--- src/rtl/cdma_pkg.sv ---
// Shared constants, state encoding and LFSR step helper for the CDMA
// spreading/despreading blocks.
package cdma_pkg;

  localparam int SYM_LEN = 31;

  // Feedback tap masks: the new LSB is the XOR of the masked register bits.
  localparam logic [4:0] TAPS_A = 5'b11110;
  localparam logic [4:0] TAPS_B = 5'b10010;

  typedef enum logic [1:0] {
    ST_IDLE  = 2'd0,
    ST_ACQ   = 2'd1,
    ST_TRACK = 2'd2
  } state_t;

  function automatic logic [4:0] lfsr_step(input logic [4:0] s, input logic [4:0] taps);
    return {s[3:0], ^(s & taps)};
  endfunction

endpackage

--- src/rtl/gold_gen.sv ---
// Gold-code chip generator built from two 5-bit LFSRs; shared with the
// transmitter so both ends produce bit-identical sequences.
module gold_gen
  import cdma_pkg::*;
(
  input  logic       clk_i,
  input  logic       rst_i,
  input  logic       load_i,
  input  logic [4:0] seed_i,
  input  logic       adv_i,
  output logic       gold_o
);

  logic [4:0] lfsr_a;
  logic [4:0] lfsr_b;

  // Load wins over advance so a restart always begins exactly at the seed.
  always_ff @(posedge clk_i or posedge rst_i) begin
    if (rst_i) begin
      lfsr_a <= '0;
      lfsr_b <= '0;
    end else if (load_i) begin
      lfsr_a <= seed_i;
      lfsr_b <= seed_i;
    end else if (adv_i) begin
      lfsr_a <= lfsr_step(lfsr_a, TAPS_A);
      lfsr_b <= lfsr_step(lfsr_b, TAPS_B);
    end
  end

  assign gold_o = lfsr_a[4] ^ lfsr_b[4];

endmodule

--- src/rtl/cdma_despreader.sv ---
// Gold-code despreader: correlates 31-chip symbols against a local code,
// acquires code phase by single-chip slips and tracks with a miss budget.
module cdma_despreader
  import cdma_pkg::*;
#(
  parameter int THRESH   = 28,
  parameter int MISS_MAX = 2
) (
  input  logic       clk_i,
  input  logic       rst_i,
  input  logic       chip_i,
  input  logic       chip_valid_i,
  input  logic [4:0] seed_i,
  input  logic       load_i,
  output logic       bit_o,
  output logic       bit_valid_o,
  output logic [4:0] agree_o,
  output logic       locked_o,
  output logic       slip_o,
  output logic       seed_err_o
);

  localparam logic [4:0] LAST_CHIP = 5'(SYM_LEN - 1);
  localparam logic [4:0] THRESH_C  = 5'(THRESH);
  localparam logic [7:0] MISS_C    = 8'(MISS_MAX);

  state_t     state, state_n;
  logic [4:0] chip_cnt;
  logic [4:0] ones;
  logic [7:0] miss_cnt;
  logic       slip_pend;
  logic       gold;

  logic       chip_en, take, do_slip, last, good, miss_hit;
  logic       emit_bit, arm_slip;
  logic [4:0] ones_total, agree_now;

  assign chip_en    = chip_valid_i && !load_i && (state != ST_IDLE);
  assign take       = chip_en && !slip_pend;
  assign do_slip    = chip_en && slip_pend;
  assign last       = take && (chip_cnt == LAST_CHIP);
  assign ones_total = ones + {4'd0, chip_i ^ gold};
  assign agree_now  = (ones_total >= 5'd16) ? ones_total : (5'd31 - ones_total);
  assign good       = (agree_now >= THRESH_C);
  assign miss_hit   = ((miss_cnt + 8'd1) >= MISS_C);

  gold_gen u_gold (
    .clk_i  (clk_i),
    .rst_i  (rst_i),
    .load_i (load_i),
    .seed_i (seed_i),
    .adv_i  (take),
    .gold_o (gold)
  );

  always_ff @(posedge clk_i or posedge rst_i) begin
    if (rst_i) state <= ST_IDLE;
    else       state <= state_n;
  end

  always_comb begin
    state_n = state;
    if (load_i) begin
      state_n = (seed_i != 5'd0) ? ST_ACQ : ST_IDLE;
    end else if (last) begin
      case (state)
        ST_ACQ:   if (good) state_n = ST_TRACK;
        ST_TRACK: if (!good && miss_hit) state_n = ST_ACQ;
        default:  state_n = state;
      endcase
    end
  end

  // A bad symbol in ACQ, or the last allowed miss in TRACK, re-arms a slip.
  always_comb begin
    locked_o = (state == ST_TRACK);
    emit_bit = last && ((state == ST_TRACK) || ((state == ST_ACQ) && good));
    arm_slip = last && !good && ((state == ST_ACQ) || ((state == ST_TRACK) && miss_hit));
  end

  always_ff @(posedge clk_i or posedge rst_i) begin
    if (rst_i) begin
      chip_cnt    <= '0;
      ones        <= '0;
      miss_cnt    <= '0;
      slip_pend   <= 1'b0;
      bit_o       <= 1'b0;
      bit_valid_o <= 1'b0;
      agree_o     <= '0;
      slip_o      <= 1'b0;
      seed_err_o  <= 1'b0;
    end else begin
      bit_valid_o <= emit_bit;
      slip_o      <= do_slip;
      if (load_i) begin
        chip_cnt   <= '0;
        ones       <= '0;
        miss_cnt   <= '0;
        slip_pend  <= 1'b0;
        seed_err_o <= (seed_i == 5'd0);
      end else begin
        if (do_slip) slip_pend <= 1'b0;
        if (take) begin
          if (last) begin
            chip_cnt <= '0;
            ones     <= '0;
            bit_o    <= (ones_total >= 5'd16);
            agree_o  <= agree_now;
            if (state != ST_TRACK || good || miss_hit) miss_cnt <= '0;
            else                                       miss_cnt <= miss_cnt + 8'd1;
            if (arm_slip) slip_pend <= 1'b1;
          end else begin
            chip_cnt <= chip_cnt + 5'd1;
            ones     <= ones_total;
          end
        end
      end
    end
  end

endmodule
--- config.mk ---
export PLATFORM = sky130hd
export DESIGN_NAME = cdma_despreader
export DESIGN_NICKNAME = d
export VERILOG_FILES = /design/src/rtl/cdma_pkg.sv /design/src/rtl/gold_gen.sv /design/src/rtl/cdma_despreader.sv
export SDC_FILE = /design/constraint.sdc
export NUM_CORES = 1
export LEC_CHECK = 0
export BUFFER_PORTS_ARGS = -buffer_cell sky130_fd_sc_hd__buf_2
export CAP_MARGIN = 20
export CELL_PAD_IN_SITES_DETAIL_PLACEMENT = 1
export CELL_PAD_IN_SITES_GLOBAL_PLACEMENT = 1
export CORE_UTILIZATION = 30
export CTS_CLUSTER_DIAMETER = 120
export DETAILED_ROUTE_END_ITERATION = 10
export PLACE_DENSITY_LB_ADDON = 0.15
export SYNTH_ARGS = -nofsm -noshare
export SYNTH_HDL_FRONTEND = slang
export SYNTH_SLANG_ARGS = --single-unit
--- constraint.sdc ---
create_clock -name clk_i -period 1.9 [get_ports clk_i]
set_input_delay 0.19 -clock clk_i [delete_from_list [all_inputs] [get_ports clk_i]]
set_output_delay 0.19 -clock clk_i [all_outputs]
set_load 0.01 [all_outputs]
==> impl_results.md <==
* Slew headroom at 0.653
* Reg2reg path depth at 10
* Drt initial violations at between 70 and 80
* Setup crit end kind: flop
* Total wire length at between 4000 and 5000 um
* First-pass GRT wire length at roughly 8000 um
* Net Sw Power at between 400 and 500 uW
* Mean Syn Cell Area at approximately 11 um2
* Root buffer cell: clkbuf_8
* GRT overflow at 0
* Critical path startpoint: u_gold.lfsr_a[4]
* Synth warn at 0
* Int Pwr at approximately 1.3 mW
* Crit path arrival time at about 2.3 ns
* Largest net degree at the start of global routing at 41
* DP Wirelength at around 3400 um
* Share of cells above drive strength 1 at 0.295
* Setup violations, final at 10
* Clk sinks at 40
* GRT Resource Usage Total at 0.148
* Worst-case vdd ir drop at about 0.37 mV
* Slew Limit Fails at 0
* Status: complete, but fails checks
* CORE AREA at about 6400 um2
* Number of flops mapped to enable cells by yosys at 0
* Synth Net Count at between 150 and 200
* DRC Markers at 0
* Crit Reg-Reg Startpoint: u_gold.lfsr_a[4]
* Routed WL per cell at around 16 um
* Sequential power share at 0.521
* # rows at 29
* Clock buffer depth at 2
* Placed Instances at ~290
* RSZ-0062 raised after global routing: yes
* Setup WS post-layout at -0.199 ns
* R2R Setup Slk at -0.20 ns
* Initial Utilization at 0.314
* Failing checks: setup timing
* Async SR Flop Fraction at 1.00
* Multiplexer share of the synthesized area at 0.00499
* Fin crit share at 1.10
* I/O Pins at 20
* Die ar. at ~7000 um2
* Die Height at roughly 84 um
* XOR/XNOR share of the synthesized area at 0.0655
* Area Growth Syn to Fin at 21.5%
* Pre-antenna DRT Iters at 4
* CP Launch Type: flop
* Critical path required time at around 2.1 ns
* # diodes at 0
* Vias in the first global route at approximately 1,600
* Lkg Pwr at ~1.1 nW
* CTS Buf Count at 5
* CTS tree: built
* Syn Std Cell Area at between 2000 and 2500 um2
* Simple logic cell fraction of the synthesized area at 0.187
* Initial antenna violation count at 0
* Post-layout min period at roughly 2.1 ns
* Tightest Pin Transition at around 0.52 ns
* Library cells used by synthesis at 46
* Yosys reg bits at 40
* Synth Area in Adders at 0.0374
* Fin util at 0.381
* Crit path kind: reg -> reg
* Worst hold path class: in -> async
* CP Capture Point: bit_valid_o
* FMAX at between 400 and 500 MHz
* Max-cap check violation count at 0
* H-tree depth at 2
* Clk slew on worst S/H paths at around 0.090 ns
* Mapped Cells at ~180
* Power share of the clock group at 0.340
* Sw frac at 0.268
* Worst Path Max Fanout at 7
* Main combinational cell family by area after synthesis: simple AND/OR/NAND/NOR gates
* Primary FF master, synth: dfrtp_1
* Final-report hold violation count at 0
* DR vias at around 1,500
* Compound-gate portion of the synthesized area at 0.184
* Seq/Total Area, Yosys at 0.499
* Reg2reg end: bit_valid_o
* Clock latency on the worst-skew pair at ~0.3 ns
* Cell Count, Final, Fillers Out at ~300
* Port Buffers at 19
* PD cells at about 740 nW/um2
* Post-DR vias/cell at between 5 and 6
* Final ANT Viol Nets at 0
* Die Width at between 80 and 90 um
* Clk_skew at slightly above 0.01 ns
* Post-layout nets at about 240
* Gp weighted congestion at between 0.7 and 0.8
* Gate power share at 0.139
==> registers in the layout, indices dropped and copies added (netlist names) <==
register	count
bit_valid_o	1
miss_cnt	8
u_gold.lfsr_b	5
agree_o	5
seed_err_o	1
ones	5
chip_cnt	5
slip_pend	1
state	2
slip_o	1
u_gold.lfsr_a	5
bit_o	1
==> power by group through the flow <==
stage	combinational (mW)	clock, mW	sequential [mW]
2_1_floorplan	0.168	0	0.941
3_3_place_gp	0.241	0	0.948
3_5_place_dp	0.245	0	0.951
4_1_cts	0.250	0.636	0.934
5_1_grt	0.274	0.680	0.941
6_report	0.249	0.609	0.934
==> synth_stat cells (2+ instances only) <==
cell type	n	share of area
nor3_1	2	0.0050
ha_1	6	0.037
nand4_1	5	0.016
a21oi_2	2	0.0087
dfrtp_1	40	0.50
nand3_1	4	0.010
a22o_1	2	0.0087
nor2_1	12	0.022
nand2_1	16	0.030
xor2_1	6	0.026
a211oi_1	2	0.0075
a21oi_1	4	0.010
xnor2_1	9	0.039
and2_1	12	0.037
or2_2	2	0.0062
buf_2	3	0.0075
o21ai_1	3	0.0075
nor4_1	2	0.0062
a31oi_1	2	0.0062
inv_1	6	0.011
o21ai_0	7	0.017
nor2b_4	2	0.014
a221o_1	10	0.050
==> how the worst min path moves through the flow <==
stage | slack [ns] | start | to
5_1_grt | 0.06 | rst_i | miss_cnt[2]
6_report | 0.01 | rst_i | state[1]
3_3_place_gp | 0.35 | rst_i | u_gold.lfsr_b[0]
4_1_cts | 0.03 | rst_i | miss_cnt[6]
3_5_place_dp | 0.37 | rst_i | u_gold.lfsr_a[0]
2_1_floorplan | 0.39 | seed_i[0] | state[0]
==> metal layers <==
metal | routed length [um] | track usage | part of all wire | vias to the layer above
met5 | 0 | 0 | 0 | -
met3 | 101 | 0.0435 | 0.021 | 5
met1 | 2290 | 0.189 | 0.48 | 758
li1 | - | - | - | 731
met4 | 58 | 0.0416 | 0.012 | 0
met2 | 2300 | 0.244 | 0.48 | 14
==> per-stage QoR <==
| stage | hold WS [ns] | instance area, um2 | total power, mW | TNS (ns) | setup WS (ns) |
|---|---|---|---|---|---|
| floorplan | 0.388 | 2030 | 1.11 | -0.246 | -0.0883 |
| global placement | 0.350 | 2290 | 1.19 | -0.884 | -0.168 |
| detailed placement | 0.366 | 2290 | 1.20 | -1.36 | -0.221 |
| CTS | 0.0334 | 2420 | 1.82 | -1.37 | -0.181 |
| global route | 0.0616 | 2440 | 1.89 | -2.52 | -0.318 |
| finish | 0.0136 | 2440 | 1.79 | -1.35 | -0.199 |
==> kinds of logic after synthesis <==
kind of cell,count (synthesis)
buffers and inverters,11
AO/OA/AOI/OAI,43
AND/OR/NAND/NOR,66
multiplexers,1
flip-flops,40
XOR/XNOR,15
adder cells (fa/ha/maj),6
==> worst max-delay path: stages (launching register included) <==
cell      delay (ns)
dfrtp_1         0.41
xnor2_2         0.14
xnor2_1         0.13
ha_2            0.20
ha_4            0.19
or2_2           0.29
a211oi_2        0.20
a21oi_2         0.06
buf_6           0.14
nor3b_2         0.17
o21a_1          0.12
==> layout by cell type (no fill, tap or decap), types with 3 or more instances in the layout <==
master    count
nand2_1      16
dfrtp_1      40
buf_4        14
a21oi_1       4
o21ai_1       3
xnor2_1       8
inv_1         6
nor2_1       12
xor2_1        5
clkbuf_8      6
a221o_1      10
nand3_1       4
nand4_1       5
buf_2        19
ha_1          4
o21ai_0       6
and2_1       12
==> repair_timing <==
action                                  CTS  global route
hold buffers                              0             0
pin swaps                                 4             3
endpoints found under the setup margin   10            19
gates resized for setup                   4             2
setup buffers                             4             0
==> area by class of cell <==
class	instances	area, um2
Sequential cell	40	1000
Timing Repair Buffer	34	211
Inverter	7	26.3
Clock inverter	2	15.0
Fill cell	721	3950
Multi-Input combinational cell	131	1000
Clock buffer	6	82.6
Tap cell	77	96.3
Note: power is estimated with default switching activity, not from simulation.
